**src/rtl/lab1_imul_var_shift_mul_pkg.sv**
```systemverilog
// Shared types and constants for the iterative shift-add multiplier.
package lab1_imul_pkg;

  localparam int unsigned OPW = 32;  // operand/result width
  localparam int unsigned SHW = 5;   // shift-amount width

  // req_msg = {a, b}
  localparam int unsigned REQ_A_MSB = 63;
  localparam int unsigned REQ_A_LSB = 32;
  localparam int unsigned REQ_B_MSB = 31;
  localparam int unsigned REQ_B_LSB = 0;

  typedef enum logic [1:0] {
    IDLE = 2'd0,
    CALC = 2'd1,
    DONE = 2'd2
  } state_e;

endpackage

```
**src/rtl/lab1_imul_var_shift_mul_if.sv**
```systemverilog
// val/rdy request and response channels of the multiplier.
interface lab1_imul_var_shift_mul_if;
  logic        req_val;
  logic        req_rdy;
  logic [63:0] req_msg;
  logic        resp_val;
  logic        resp_rdy;
  logic [31:0] resp_msg;

  modport master (output req_val, req_msg, resp_rdy,
                  input  req_rdy, resp_val, resp_msg);
  modport slave  (input  req_val, req_msg, resp_rdy,
                  output req_rdy, resp_val, resp_msg);
endinterface

```
**src/rtl/lab1_imul_var_shift_mul_PriorityEncoder.sv**
```systemverilog
// Trailing-zero encoder: index of the lowest set bit in in_i[31:1], 0 if none.
module lab1_imul_PriorityEncoder
  import lab1_imul_pkg::*;
(
  input  logic [OPW-1:0] in_i,
  output logic [SHW-1:0] out_o
);

  // Scan high to low so the lowest set bit wins; bit 0 is deliberately ignored.
  always_comb begin
    out_o = '0;
    for (int i = OPW - 1; i >= 1; i--) begin
      if (in_i[i]) out_o = SHW'(i);
    end
  end

endmodule

```
**src/rtl/lab1_imul_var_shift_mul.sv**
```systemverilog
// Iterative 32x32->32 shift-add multiplier with val/rdy handshakes.
// Build option LAB1_IMUL_VARLAT_EN: skip runs of zero multiplier bits via the
// priority encoder (latency depends on b). Without it, shift by one for
// exactly 32 iterations.
module lab1_imul_var_shift_mul
  import lab1_imul_pkg::*;
(
  input  logic                     clk,
  input  logic                     reset_n,
  lab1_imul_var_shift_mul_if.slave io
);

  state_e         state_q, state_d;
  logic [OPW-1:0] a_q, a_d;
  logic [OPW-1:0] b_q, b_d;
  logic [OPW-1:0] res_q, res_d;
  logic [SHW-1:0] shamt;
  logic           calc_last;
  logic           accept;

  assign accept = io.req_val && (state_q == IDLE);

`ifdef LAB1_IMUL_VARLAT_EN
  // Jump straight to the next set multiplier bit; no set bit above 0 ends CALC.
  lab1_imul_PriorityEncoder u_enc (
    .in_i  (b_q),
    .out_o (shamt)
  );
  assign calc_last = (shamt == '0);
`else
  logic [SHW-1:0] cnt_q;
  assign shamt     = SHW'(1);
  assign calc_last = (cnt_q == '1);

  // Iteration counter: 32 CALC cycles regardless of operand values.
  always_ff @(posedge clk or negedge reset_n) begin
    if (!reset_n)              cnt_q <= '0;
    else if (state_q == CALC)  cnt_q <= cnt_q + SHW'(1);
    else                       cnt_q <= '0;
  end
`endif

  // State register.
  always_ff @(posedge clk or negedge reset_n) begin
    if (!reset_n) state_q <= IDLE;
    else          state_q <= state_d;
  end

  // Next-state logic.
  always_comb begin
    state_d = state_q;
    case (state_q)
      IDLE:    if (accept)      state_d = CALC;
      CALC:    if (calc_last)   state_d = DONE;
      DONE:    if (io.resp_rdy) state_d = IDLE;
      default:                  state_d = IDLE;
    endcase
  end

  // Outputs decode from registered state only (req_rdy also masked in reset).
  always_comb begin
    io.req_rdy  = reset_n && (state_q == IDLE);
    io.resp_val = (state_q == DONE);
    io.resp_msg = res_q;
  end

  // Datapath next-state: load on accept, add-and-shift while calculating.
  always_comb begin
    a_d   = a_q;
    b_d   = b_q;
    res_d = res_q;
    if (state_q == IDLE && accept) begin
      a_d   = io.req_msg[REQ_A_MSB:REQ_A_LSB];
      b_d   = io.req_msg[REQ_B_MSB:REQ_B_LSB];
      res_d = '0;
    end else if (state_q == CALC) begin
      if (b_q[0]) res_d = res_q + a_q;
      a_d = a_q << shamt;
      b_d = b_q >> shamt;
    end
  end

  // Datapath registers.
  always_ff @(posedge clk or negedge reset_n) begin
    if (!reset_n) begin
      a_q   <= '0;
      b_q   <= '0;
      res_q <= '0;
    end else begin
      a_q   <= a_d;
      b_q   <= b_d;
      res_q <= res_d;
    end
  end

endmodule

```
**src/flat_wrapper.sv**
```systemverilog
// flat-port wrapper written by rule: the top's interface ports become plain ports
module lab1_imul_var_shift_mul_flat import lab1_imul_pkg::*;
  (clk, reset_n, io_req_val, io_req_msg, io_resp_rdy, io_req_rdy, io_resp_val, io_resp_msg);
  lab1_imul_var_shift_mul_if io_i ();
  input  logic clk;
  input  logic reset_n;
  input wire logic [$bits(io_i.req_val)-1:0] io_req_val;
  input wire logic [$bits(io_i.req_msg)-1:0] io_req_msg;
  input wire logic [$bits(io_i.resp_rdy)-1:0] io_resp_rdy;
  output wire logic [$bits(io_i.req_rdy)-1:0] io_req_rdy;
  output wire logic [$bits(io_i.resp_val)-1:0] io_resp_val;
  output wire logic [$bits(io_i.resp_msg)-1:0] io_resp_msg;
  assign io_i.req_val = io_req_val;
  assign io_i.req_msg = io_req_msg;
  assign io_i.resp_rdy = io_resp_rdy;
  assign io_req_rdy = io_i.req_rdy;
  assign io_resp_val = io_i.resp_val;
  assign io_resp_msg = io_i.resp_msg;
  lab1_imul_var_shift_mul u_core (.clk(clk), .reset_n(reset_n), .io(io_i));
endmodule
```
**config.mk**
```make
export PLATFORM = sky130hd
export DESIGN_NAME = lab1_imul_var_shift_mul_flat
export DESIGN_NICKNAME = d
export VERILOG_FILES = /design/src/rtl/lab1_imul_var_shift_mul_pkg.sv /design/src/rtl/lab1_imul_var_shift_mul_if.sv /design/src/rtl/lab1_imul_var_shift_mul_PriorityEncoder.sv /design/src/rtl/lab1_imul_var_shift_mul.sv /design/src/flat_wrapper.sv
export SDC_FILE = /design/constraint.sdc
export NUM_CORES = 1
export LEC_CHECK = 0
export CELL_PAD_IN_SITES_DETAIL_PLACEMENT = 0
export CELL_PAD_IN_SITES_GLOBAL_PLACEMENT = 1
export CORE_ASPECT_RATIO = 0.9
export CORE_MARGIN = 2
export CORE_UTILIZATION = 36
export DETAILED_ROUTE_END_ITERATION = 16
export PLACE_DENSITY = 0.86
export SLEW_MARGIN = 25
export SYNTH_ARGS = -nofsm -noshare
export SYNTH_HDL_FRONTEND = slang
export SYNTH_SLANG_ARGS = --single-unit
```
**constraint.sdc**
```tcl
create_clock -name clk -period 2.7 [get_ports clk]
set_input_delay 0.54 -clock clk [delete_from_list [all_inputs] [get_ports clk]]
set_output_delay 0.54 -clock clk [all_outputs]
set_load 0.03 [all_outputs]
```
== After elaboration in Yosys (flattened, before gate mapping) ==
Cells that the tools add are included.

* Flip-flop bits (word level): 103
* Bits in latches: 0
* Bits in writable memories: 0
* ROM bits: 0
* Input bits: 68
* Output and inout port bits: 34
* Logic and storage cells: 33
* Memories kept: 0

* $add $sub $neg: 2
* Multiply operators: 0
* Divide/modulo/power cells: 0
* $lt $le $gt $ge: 0
* Equality and inequality tests: 6
* Shifts and indexed selects: 0
* Mux-type cells: 12
* Bitwise gates (word level): 0
* Reductions and logical operators: 8

{| class="wikitable"
|+ Operators with widths
! kind !! number
|-
| 32-bit 2-to-1 mux || 7
|-
| 32-bit adder || 1
|-
| 2-bit 2-to-1 mux || 3
|-
| 2-bit one-hot mux with 3 select lines || 1
|-
| 5-bit by 1-bit adder with 5-bit output, second input constant || 1
|-
| 5-bit equality test, second input constant || 1
|-
| 5-bit 2-to-1 mux || 1
|-
| 2-bit by 1-bit != test with 1-bit output, second input constant || 2
|-
| 2-bit nonzero test || 2
|-
| 1-bit logical AND || 3
|-
| 3-bit AND reduction || 1
|-
| 2-bit by 1-bit equality test with 1-bit output, second input constant || 1
|-
| 2-bit equality test, second input constant || 1
|-
| 2-bit zero test || 1
|-
| 2-bit != test, second input constant || 1
|-
| 2-bit AND reduction || 1
|}

== Longest topological paths before layout ==
* Depth after elaboration: 5
* Depth in mapped cells: 10
* Gate-level depth less buffers: 10

== Worst setup path after synthesis ==
No wires, ideal clock.

* Kind: register -> register
* From: reg u_core.res_q[0] (netlist: u_core.io.resp_msg[0])
* To: reg u_core.res_q[28] (netlist: u_core.io.resp_msg[28])
* Library setup time: 131 ps
* Arrival time: 2700 ps
* Data required time: 2569 ps
* Setup slack: -131 ps
* Cell stages (with the launch flop): 11
* Path buffers: 0
* Clock period less this slack: 2831 ps
* Cell sequence: dfrtp_1 ha_1 fa_1 a211oi_1 or3_4 nand3_1 a31oi_2 o221ai_1 a311oi_1 xor2_1 o21ai_1

* Longest elaborated chain between the ends: 4

{| class="wikitable"
|+ RTL lines
! item !! RTL line !! text
|-
| start, declared || lab1_imul_var_shift_mul.sv:16 || <nowiki>logic [OPW-1:0] res_q, res_d;</nowiki>
|-
| start signal, assigned || lab1_imul_var_shift_mul.sv:92 || <nowiki>res_q <= res_d;</nowiki>
|-
| 32-bit adder || lab1_imul_var_shift_mul.sv:77 || <nowiki>if (b_q[0]) res_d = res_q + a_q;</nowiki>
|-
| 32-bit 2-to-1 mux || lab1_imul_var_shift_mul.sv:77 ||
|-
| 32-bit 2-to-1 mux || lab1_imul_var_shift_mul.sv:76 || <nowiki>end else if (state_q == CALC) begin</nowiki>
|-
| 32-bit 2-to-1 mux || lab1_imul_var_shift_mul.sv:72 || <nowiki>if (state_q == IDLE && accept) begin</nowiki>
|}

Every way passes these cells. The select of a mux whose other input is x is not followed.
A chain may end at the register's enable or synchronous reset.

== Worst setup path after layout ==
Ends and elaborated chain as after synthesis.

==> results_dict.tcl <==
set metrics [dict create \
    slew-limit-headroom_pct 43.16 \
    placed_cells 924 \
    numPortBuffers 101 \
    tightest_slew_ns 0.8526 \
    power.share.clock_pct 13.8 \
    synth_fa_ha_area_share_pct 7.520 \
    groute.usage.overall_pct 18.90 \
    fp-row-count 43 \
    synth_seq_area_share_pct 44.77 \
    via_count 5159 \
    place_congestion 0.9079 \
    die_w_um 137.3 \
    synth_top_family_by_area "compound AO/OA/AOI/OAI gates" \
    firstDrtPassIters 7 \
    total_power_w 0.009924 \
    ant_nets 0 \
    max_stage_delay_ns 0.43 \
    leakagePower_nw 3.458 \
    hpwl_um 10850 \
    required_ns 2.93 \
    syn-num-nets 734 \
    synthFlopType "dfrtp_1" \
    syn-cell-area_um2 5757 \
    clock.fmax_ghz 0.3804 \
    fin_util_pct 48.49 \
    path_clk_slew_ns 0.07 \
    synthSimpleGateAreaFrac_pct 17.45 \
    cts_root_buf "clkbuf_16" \
    synth_edf_count 0 \
    synth_top_cell_by_area "dfrtp_1" \
    outcome "finished clean" \
    antenna_cells 0 \
    post_drt_wl_per_cell_um 16.50 \
    period_minus_slack_ns 2.628 \
    layout_commonest_cell "nand2_1" \
    ys_types 56 \
    hold_viol_final 0 \
    cp_max_fo 3 \
    crit_slowest_cell "dfrtp_2" \
    slew_violations 0 \
    fin_nets 843 \
    viasPerCell 5.442 \
    switching_share_pct 44.88 \
    synthXorXnorAreaFrac_pct 3.651 \
    period_share_pct 97.35 \
    critPathKind "flip-flop to flip-flop" \
    synthTopCellsByArea "dfrtp_1, nand2_1, a22oi_1" \
    seqPwrFrac_pct 28.3 \
    ios 102 \
    worstSetupEndpointType "flip-flop" \
    grt_max_degree 67 \
    overflow 0 \
    dieArea_um2 17020 \
    hold_class "primary input to asynchronous set/reset pin" \
    htreeDepth 3 \
    drv_cap 0 \
    rsz0062_at_grt "true" \
    p_comb_share_pct 57.9 \
    die_y_um 124.0 \
    power_density_nw_per_um2 1316 \
    multiInputGateArea_um2 3177 \
    cp.arrival_ns 2.85 \
    drc 0 \
    cts_num_sinks 103 \
    grt_first_pass_wirelength_um 25370 \
    async_flop_share_pct 100.0 \
    synth_compound_area_share_pct 24.21 \
    core_region_area_um2 15550 \
    skew_ns 0.008675 \
    drive_above_1_share_pct 8.579 \
    seqCellArea_um2 2579 \
    synth.ff_latch_count 103 \
    start_kind "flip-flop" \
    intPower_w 0.005470 \
    clock_path_buffers 2 \
    drt_iter0_drc 374 \
    instances_no_fill 948 \
    ir_drop_mv 0.5439 \
    fillCellCount 1436 \
    synth_top_area_share_pct 44.77 \
    cts_buffers 9 \
    setup_violations 0 \
    synth_mux_area_share_pct 0.1739 \
    syn-mean-instance-area_um2 9.109 \
    mostFrequentLayoutCells "nand2_1, dfrtp_1, clkdlybuf4s50_1, a22oi_1, a21oi_1" \
    wirelength_um 15640 \
    antenna_found_initial 0 \
    grt_pass1_vias 5008 \
    crit_path_cell_trace "ha_4, fa_2, a211oi_2, or3_4, nand3_1, a31oi_4, o221ai_2, a311oi_2, xor2_1, o21ai_1" \
    syn-instance-count 632 \
    syn_to_final_growth_pct 30.97 \
    power.switching_w 0.004454 \
    clock_latency_ns 0.36 \
    ys_warn_count 0 \
    cts_tree "yes" \
    initial_utilization_pct 37.02 \
]
[critical path: cells and delay by family, from the launching register on]
| kind | cells | cell delay (ns) |
|---|---|---|
| AND/OR/NAND/NOR | 2 | 0.33 |
| AO/OA/AOI/OAI | 5 | 0.96 |
| flip-flops | 1 | 0.43 |
| adder cells (fa/ha/maj) | 2 | 0.59 |
| XOR/XNOR | 1 | 0.19 |
[repair_timing]
item | in CTS | in global routing
resized for setup | 4 | 12
pin swaps | 1 | 12
buffers inserted | 1 | 7
hold buffers | 0 | 0
endpoints found under the setup margin | 3 | 5
hold endpoints to repair | 0 | 0
[worst paths after layout]
kind / from / to / slack [ns] / cells past startpoint
setup / recovery: u_core.io.resp_msg[0] / u_core.io.resp_msg[28] / 0.07 / 10
hold / removal: reset_n / u_core.a_q[4] / 0.24 / 2
setup reg to reg: u_core.io.resp_msg[0] / u_core.io.resp_msg[28] / 0.07 / 10
hold reg to reg: u_core.b_q[20] / u_core.b_q[20] / 0.48 / 2
max in group asynchronous: reset_n / u_core.a_q[20] / 1.19 / 3
min in group clk: u_core.b_q[20] / u_core.b_q[20] / 0.48 / 2
[routing by layer]
| layer | wire length [µm] | up-vias | GRT usage [%] |
|---|---|---|---|
| li1 | - | 2488 | - |
| met1 | 7419 | 2522 | 26.47 |
| met2 | 7416 | 138 | 30.07 |
| met3 | 677 | 11 | 4.274 |
| met4 | 127 | 0 | 3.930 |
| met5 | 0 | - | 0 |
[synthesized netlist by cell type, types with 2 or more instances]
master and count:
xor2_1 15, nand4_1 7, a211oi_1 8, o21bai_1 4
a31oi_1 2, nor3_1 4, and4_1 2, a32o_1 2
and2_1 6, a22o_1 5, a22oi_1 61, nand3_1 15
nor2_1 18, clkbuf_1 27, o21ai_0 24, nand2b_1 3
o21a_1 3, buf_1 3, nand2_1 166, dfrtp_1 103
o31ai_1 4, ha_1 33, o21ai_1 17, xnor2_1 9
nor2b_1 6, o211ai_1 2, inv_1 4, a21o_1 19
a21oi_1 33
[registers in the layout (all words and copies together) (netlist names)]
name,cells
u_core.a_q,32
u_core.cnt_q,5
u_core.b_q,32
u_core.io.resp_msg,32
u_core.state_q,2
[cells by family (layout without fill, tap and decap cells)]
kind of cell             Yosys count  after routing
XOR/XNOR                          24             24
AO/OA/AOI/OAI                    201            201
flip-flops                       103            103
adder cells (fa/ha/maj)           34             34
buffers and inverters             34            148
multiplexers                       1              1
AND/OR/NAND/NOR                  235            235
[power by group through the flow]
stage	clock network, W	logic (W)	registers [W]
after floorplan	0	0.00350	0.00309
after global placement	0	0.00533	0.00277
after detailed placement	0	0.00543	0.00280
after CTS	0.00141	0.00552	0.00278
after global routing	0.00148	0.00634	0.00290
final	0.00137	0.00574	0.00281
[layout make-up]
class                      count  area share, %
timing repair buffer         128          16.06
clock buffer                  10          3.037
inverter                       4         0.1991
clock inverter                 6          1.012
sequential                   103          34.20
multi-input combinational    495          42.13
tap                          202          3.352
[metrics by stage]
| stage | setup TNS [ns] | area [µm²] | worst slack, ns | hold slack, ns |
|---|---|---|---|---|
| 6_report | 0 | 7540 | 0.07152 | 0.2425 |
| 4_1_cts | 0 | 7410 | 0.002510 | 0.2621 |
| 3_3_place_gp | 0 | 7077 | 0.01086 | 0.4452 |
| 5_1_grt | -0.09572 | 7540 | -0.03750 | 0.2782 |
| 3_5_place_dp | -0.08476 | 7077 | -0.08476 | 0.4630 |
| 2_1_floorplan | 0 | 5769 | 0.03589 | 0.2444 |
No activity file was read; power rests on OpenSTA's default activity.
